--- src/rtl/mem_arbiter.sv ---
// Arbitrates fetch and data requesters onto one single-port memory, one transaction in flight.
// Grant is combinational in IDLE; mem_* registered and held until mem_ready; rvalid one cycle after mem_rvalid.
module mem_arbiter #(
  parameter int unsigned MAX_DM_BURST = 4
) (
  input  logic        clk,
  input  logic        rst,
  input  logic        if_req,
  input  logic [31:0] if_addr,
  output logic        if_gnt,
  output logic        if_rvalid,
  output logic [31:0] if_rdata,
  input  logic        dm_req,
  input  logic        dm_we,
  input  logic [3:0]  dm_be,
  input  logic [31:0] dm_addr,
  input  logic [31:0] dm_wdata,
  output logic        dm_gnt,
  output logic        dm_rvalid,
  output logic [31:0] dm_rdata,
  output logic        mem_req,
  output logic        mem_we,
  output logic [3:0]  mem_be,
  output logic [31:0] mem_addr,
  output logic [31:0] mem_wdata,
  input  logic        mem_ready,
  input  logic        mem_rvalid,
  input  logic [31:0] mem_rdata,
  output logic        err
);

  typedef enum logic [2:0] {IDLE, REQ_IF, REQ_DM, RSP_IF, RSP_DM} state_t;

  localparam logic [3:0] BURST_MAX = 4'(MAX_DM_BURST);

  state_t     state, state_nxt;
  logic [3:0] burst_cnt;
  logic       burst_full;
  logic       in_rsp;

  assign burst_full = (burst_cnt == BURST_MAX);
  assign in_rsp     = (state == RSP_IF) || (state == RSP_DM);

  always_comb begin
    state_nxt = state;
    if_gnt    = 1'b0;
    dm_gnt    = 1'b0;
    case (state)
      IDLE: begin
        // Data normally wins; a fetch starved for a full burst takes the next slot.
        if (!rst) begin
          if (if_req && (!dm_req || burst_full)) begin
            if_gnt    = 1'b1;
            state_nxt = REQ_IF;
          end else if (dm_req) begin
            dm_gnt    = 1'b1;
            state_nxt = REQ_DM;
          end
        end
      end
      REQ_IF:  if (mem_ready)  state_nxt = RSP_IF;
      REQ_DM:  if (mem_ready)  state_nxt = RSP_DM;
      RSP_IF:  if (mem_rvalid) state_nxt = IDLE;
      RSP_DM:  if (mem_rvalid) state_nxt = IDLE;
      default: state_nxt = IDLE;
    endcase
  end

  always_ff @(posedge clk) begin
    if (rst) begin
      state     <= IDLE;
      burst_cnt <= '0;
      err       <= 1'b0;
      mem_req   <= 1'b0;
      mem_we    <= 1'b0;
      mem_be    <= '0;
      mem_addr  <= '0;
      mem_wdata <= '0;
      if_rvalid <= 1'b0;
      if_rdata  <= '0;
      dm_rvalid <= 1'b0;
      dm_rdata  <= '0;
    end else begin
      state     <= state_nxt;
      if_rvalid <= 1'b0;
      dm_rvalid <= 1'b0;

      if (if_gnt) begin
        mem_req   <= 1'b1;
        mem_we    <= 1'b0;
        mem_be    <= 4'hF;
        mem_addr  <= if_addr;
        mem_wdata <= '0;
      end else if (dm_gnt) begin
        mem_req   <= 1'b1;
        mem_we    <= dm_we;
        mem_be    <= dm_be;
        mem_addr  <= dm_addr;
        mem_wdata <= dm_wdata;
      end else if (mem_ready && (state == REQ_IF || state == REQ_DM)) begin
        mem_req   <= 1'b0;
      end

      // mem_we still describes the in-flight data access, so stores return zero.
      if (state == RSP_IF && mem_rvalid) begin
        if_rvalid <= 1'b1;
        if_rdata  <= mem_rdata;
      end
      if (state == RSP_DM && mem_rvalid) begin
        dm_rvalid <= 1'b1;
        dm_rdata  <= mem_we ? 32'h0 : mem_rdata;
      end

      if (mem_rvalid && !in_rsp) err <= 1'b1;

      if (state == IDLE) begin
        if (if_gnt || !if_req)          burst_cnt <= '0;
        else if (dm_gnt && !burst_full) burst_cnt <= burst_cnt + 4'd1;
      end
    end
  end

endmodule

--- config.mk ---
export PLATFORM = sky130hd
export DESIGN_NAME = mem_arbiter
export DESIGN_NICKNAME = d
export VERILOG_FILES = /design/src/rtl/mem_arbiter.sv
export SDC_FILE = /design/constraint.sdc
export NUM_CORES = 1
export LEC_CHECK = 0
export BUFFER_PORTS_ARGS = -buffer_cell sky130_fd_sc_hd__buf_4
export CAP_MARGIN = 20
export CORE_ASPECT_RATIO = 0.9
export CORE_MARGIN = 2
export CORE_UTILIZATION = 45
export CTS_CLUSTER_DIAMETER = 60
export CTS_CLUSTER_SIZE = 30
export DETAILED_ROUTE_END_ITERATION = 10
export GPL_ROUTABILITY_DRIVEN = 0
export MAX_ROUTING_LAYER = met4
export PLACE_DENSITY = 0.82
export SYNTH_ARGS = -nofsm -noshare
export SYNTH_HDL_FRONTEND = slang
export SYNTH_SLANG_ARGS = --single-unit
export TNS_END_PERCENT = 5
--- constraint.sdc ---
create_clock -name clk -period 2.7 [get_ports clk]
set_input_delay 0 -clock clk [delete_from_list [all_inputs] [get_ports clk]]
set_output_delay 0 -clock clk [all_outputs]
set_load 0.02 [all_outputs]
======== After elaboration in Yosys (flattened, before gate mapping) ========
Cells that the tools add are included.
cells by class
  add/sub/neg operators ................... 1
  equal/unequal tests ..................... 9
  reduce and logical (&&, ||, !) cells .... 22
  mux-type cells .......................... 25
operators by type and width
  operator                                               number
  2-to-1 mux 32 bit                                      3
  2-to-1 mux 4 bit                                       4
  2-to-1 mux 3 bit                                       5
  2-to-1 mux 1 bit                                       12
  case mux 3 bit (4 select lines)                        1
  equality test 3 x 2 -> 1 bit, second input constant    2
  logical AND 1 bit                                      6
  adder 4 x 1 -> 4 bit, second input constant            1
  equality test 4 x 3 -> 1 bit, second input constant    1
  zero test 1 bit                                        4
  logical OR 1 bit                                       4
  inequality test 2 bit, second input constant           2
  AND reduction 4 bit                                    1
  nonzero test 2 bit                                     2
  OR reduction 2 bit                                     2
  equality test 3 x 1 -> 1 bit, second input constant    1
  equality test 3 bit, second input constant             1
  zero test 3 bit                                        1
  inequality test 3 bit, second input constant           1
  nonzero test 3 bit                                     1
  inequality test 2 x 1 -> 1 bit, second input constant  1
  AND reduction 2 bit                                    1
word-level totals
  register bits after elaboration ......... 144
  logic and storage cells ................. 69
  output and inout port bits .............. 139

======== Logic depth before layout (Yosys ltp) ========
  depth after elaboration ................. 9
  mapped depth ............................ 10
  gate-level depth less buffers ........... 7

======== Worst setup path after synthesis ========
No wires, ideal clock.
  path kind ............................... flip-flop to flip-flop
  start point ............................. reg state[0]
  end point ............................... reg mem_wdata[11]
  buffers on the path ..................... 3
  setup time .............................. 0.143 ns
  slack ................................... 0.731 ns
  arrival ................................. 1.826 ns
  cell stages (with the launch flop) ...... 8
  cells stage by stage .................... dfxtp_1 buf_2 nor3_1 o211ai_1 nand2b_1 buf_4 clkbuf_1 a21oi_2
on the way
  longest elaborated chain between the ends .. 3
  elaborated cells on any way between the ends .. 4
ends and longest elaborated chain
  what                          line  text
  start, declared               36    state_t state, state_nxt;
  start signal, assigned        84    state <= state_nxt;
  zero test 3 bit (*)           48    case (state)
  2-to-1 mux 1 bit              48
  OR reduction 2 bit (no line)  --
  end signal, assigned          99    mem_wdata <= dm_wdata;
  end, declared                 25    output logic [31:0] mem_wdata,
Mark *: on every way between the ends. The rest lies on a longest branch, timed or not.
A chain may end at the register's enable or synchronous reset.

======== Worst setup path in the final report ========
  start point ............................. reg burst_cnt[1]
  end point ............................... reg mem_addr[0]
on the way
  longest elaborated chain between the ends .. 7
  elaborated cells on any way between the ends .. 11
ends and longest elaborated chain
  what                                                     line  text
  start, declared                                          37    logic [3:0] burst_cnt;
  start signal, assigned                                   118   else if (dm_gnt && !burst_full) burst_cnt <= burst_cnt + 4'd1;
  equality test 4 x 3 -> 1 bit (*)                         41    assign burst_full = (burst_cnt == BURST_MAX);
  logical OR 1 bit (*)                                     52    if (if_req && (!dm_req || burst_full)) begin
  logical AND 1 bit (*)                                    52
  2-to-1 mux 1 bit                                         52
  2-to-1 mux 1 bit                                         51    if (!rst) begin
  2-to-1 mux 1 bit                                         48
  2-to-1 mux 32 bit or nonzero test 2 bit (tied branches)  --
  end signal, assigned                                     92    mem_addr <= if_addr;
  end signal, assigned                                     98    mem_addr <= dm_addr;
  end, declared                                            24    output logic [31:0] mem_addr,
Marks and branches as above.

==> impl_metrics.toml <==
[power_and_ir_drop]
seq_power_share_pct = 38.5
comb_power_share_pct = 19.7
pwr-share-clk_pct = 41.8
p_leak_nw = 4.264
ir_worst_vdd_mv = 0.4241
switching_share_pct = 27.12
p_switching_w = 0.001651
pwr_density_cell_nw_per_um2 = 635.8
p_int_w = 0.004435
total_power_w = 0.006086

[worst_setup_path]
cp_slowest_stage_delay_ns = 0.59
path_cells = "inv_1 > ha_1 > and3b_1 > a2111o_1 > clkinv_8 > a22o_1 > a21o_1 > dlygate4sd3_1"
path_max_fanout = 43
worstSetupPathType = "reg -> reg"
cp_num_buf_inv = 3
cpLargestDelayFamily = "buffers and inverters"
worstPathArrival_ns = 2.96
worstSetupStartpoint = "burst_cnt[1]"
slowest_stage = "dlygate4sd3_1"
endpoint_kind = "register"
rr_startpoint = "burst_cnt[1]"
cp.required_ns = 3.06
cp-start-kind = "register"

[timing]
slew_headroom_pct = 43.21
maxSlewViolCount = 0
period_share_pct = 96.41
hold_viol = 0
fmax_mhz = 384.2
clock_skew_ns = 0.01944
rsz0062_at_grt = "no"
fin_setup_tns_ns = 0
setup_viol = 0
min_period_ns = 2.603
holdWs_ns = 0.1679
tightest_slew_ns = 0.8519

[drt]
drtIter0Drc = 632
routedWlPerCell_um = 18.85
drc = 0
firstDrtPassIters = 7
wl_mm = 22.20
postRouteAntennaNets = 0
viasPerCell = 5.462
vias = 6434

[placed_design]
dp_hpwl_mm = 11.74
io_buffers = 277
placed_area_um2 = 7512

[logic_synthesis]
yosys_warnings = 0
synth_async_sr_flop_share_pct = 0
synth_ff_type = "dfxtp_1"
ys_seq_area_share_pct = 53.42
synthDistinctLibCells = 40
synthCells = 611
syn_nets = 752
avgSynthCellArea_um2 = 8.832
ys_ff_latch = 144
synth_edf_count = 0
synth_area_leaders = "dfxtp_1, nand2_1, a22o_1"
netlist_area_um2 = 5396
synth.most_common_cell = "dfxtp_1"
synth_top_cell_by_area = "dfxtp_1"
synth_commonest_cells = "dfxtp_1, nand2_1, a21oi_1"
synth_top_area_share_pct = 53.42

[global_routing]
grt_pass1_vias = 6535
grt_max_degree = 77
grt_pass1_wl_mm = 33.64
antenna_found_initial = 1
grt_usage_pct = 34.43
gr-total-overflow = 0

[cells_and_area]
stdcell_area_um2 = 9572
multiInputGateArea_um2 = 2257
num-fill-cells = 629
syn_to_final_growth_pct = 77.37
drive_gt1_share_pct = 35.26
nets = 1149
ff_latch_area_um2 = 2883

[cts]
clock_path_buffers = 2
insertion_delay_ns = 0.43
cts_tree = "yes"
cts_buffers = 17
h-tree-depth = 4
path_clk_slew_ns = 0.06
cts_sinks = 144
post-cts-setup-buffers = 0
cts_root_buf = "clkbuf_16"

[run]
maxCapViolCount = 0

[floorplanning]
fp.dieH_um = 107.9
core_um2 = 11570
dieWidth_um = 119.4
start_util_pct = 46.63
dieArea_um2 = 12890
ios = 278
rows = 37

[hold_path]
hp-start = "rst"
min_path_type = "in -> reg"

[status]
outcome = "completed"
==> registers in the layout (all words and copies together), names as in the netlist <==
register and count:
mem_we 1, err 1, if_rdata 32, mem_addr 32, mem_req 1, if_rvalid 1
dm_rdata 32, dm_rvalid 1, burst_cnt 4, mem_wdata 32, mem_be 4, state 3
==> final timing paths <==
kind	endpoint	slack [ns]	cells after the start
max	mem_addr[0]	0.1	8
min	burst_cnt[3]	0.17	2
max reg2reg	mem_addr[0]	0.1	8
min reg2reg	if_rdata[14]	0.46	2
==> worst register-to-register path, delay by kind of cell, from the launching register on <==
family          cells  cell delay (ns)
buf+inv             3             0.86
compound gates      3             0.85
flops               1             0.40
simple gates        1             0.24
fa+ha+maj           1             0.20
==> per-layer routing <==
| layer | track usage, % | vias to the layer above | part of all wire, % |
|---|---|---|---|
| li1 | - | 2897 | - |
| met1 | 34.85 | 3025 | 36 |
| met2 | 60.63 | 413 | 52 |
| met3 | 9.269 | 99 | 7.8 |
| met4 | 19.66 | 0 | 4.9 |
| met5 | - | - | 0 |
==> cells in the final DEF, fill, tap and decap left out, drive strengths merged, types with 3 or more instances in the layout <==
cell type,synthesis,routed
a31oi,3,3
clkinvlp,0,7
nand2,137,137
buf,16,288
a21o,9,9
dfxtp,144,144
nor4,23,23
clkbuf,31,20
bufinv,0,4
a21oi,98,98
o21ai,5,5
dlygate4sd3,0,137
a22o,41,41
or3,3,3
nor3,11,11
nor2,56,56
nand3,6,6
inv,6,7
==> power groups by stage <==
stage                     Sequential, W  Clock [W]  Combinational, W
final                           0.00234    0.00254           0.00120
after global routing            0.00235    0.00265           0.00127
after CTS                       0.00233    0.00253           0.00114
after detailed placement        0.00237          0          0.000919
after global placement          0.00236          0          0.000897
after floorplan                 0.00249          0          0.000370
==> what timing repair did <==
item / in CTS / in global routing
endpoints found under the hold margin: 139 / 0
hold buffers: 137 / 0
setup endpoints to repair: 0 / 10
gates resized for setup: 0 / 5
==> area by class of cell <==
class                   count  area share, %
diodes                      1        0.02614
well taps                 156          2.039
multi-input cells         413          23.58
clock buffers              20          4.771
flip-flops and latches    144          30.12
inverters                   7         0.4052
repair buffers            425          37.16
clock inverters            12          1.895
==> through the flow <==
stage	instances	setup WS [ns]	util (%)
4_1_cts	1176	0.09819	82.27
6_report	1178	0.09694	82.70
5_1_grt	1178	0.02126	82.70
2_1_floorplan	611	0.7307	-
3_3_place_gp	1007	0.7324	64.91
3_5_place_dp	1007	0.6529	64.91
==> cell families after synthesis <==
family	Yosys count	share of synthesized area, %
simple gates	244	19.24
xor+xnor	1	0.1623
fa+ha+maj	2	0.4636
compound gates	166	21.35
flops	144	53.42
buf+inv	54	5.356
Power figures use the tool's default switching activity.
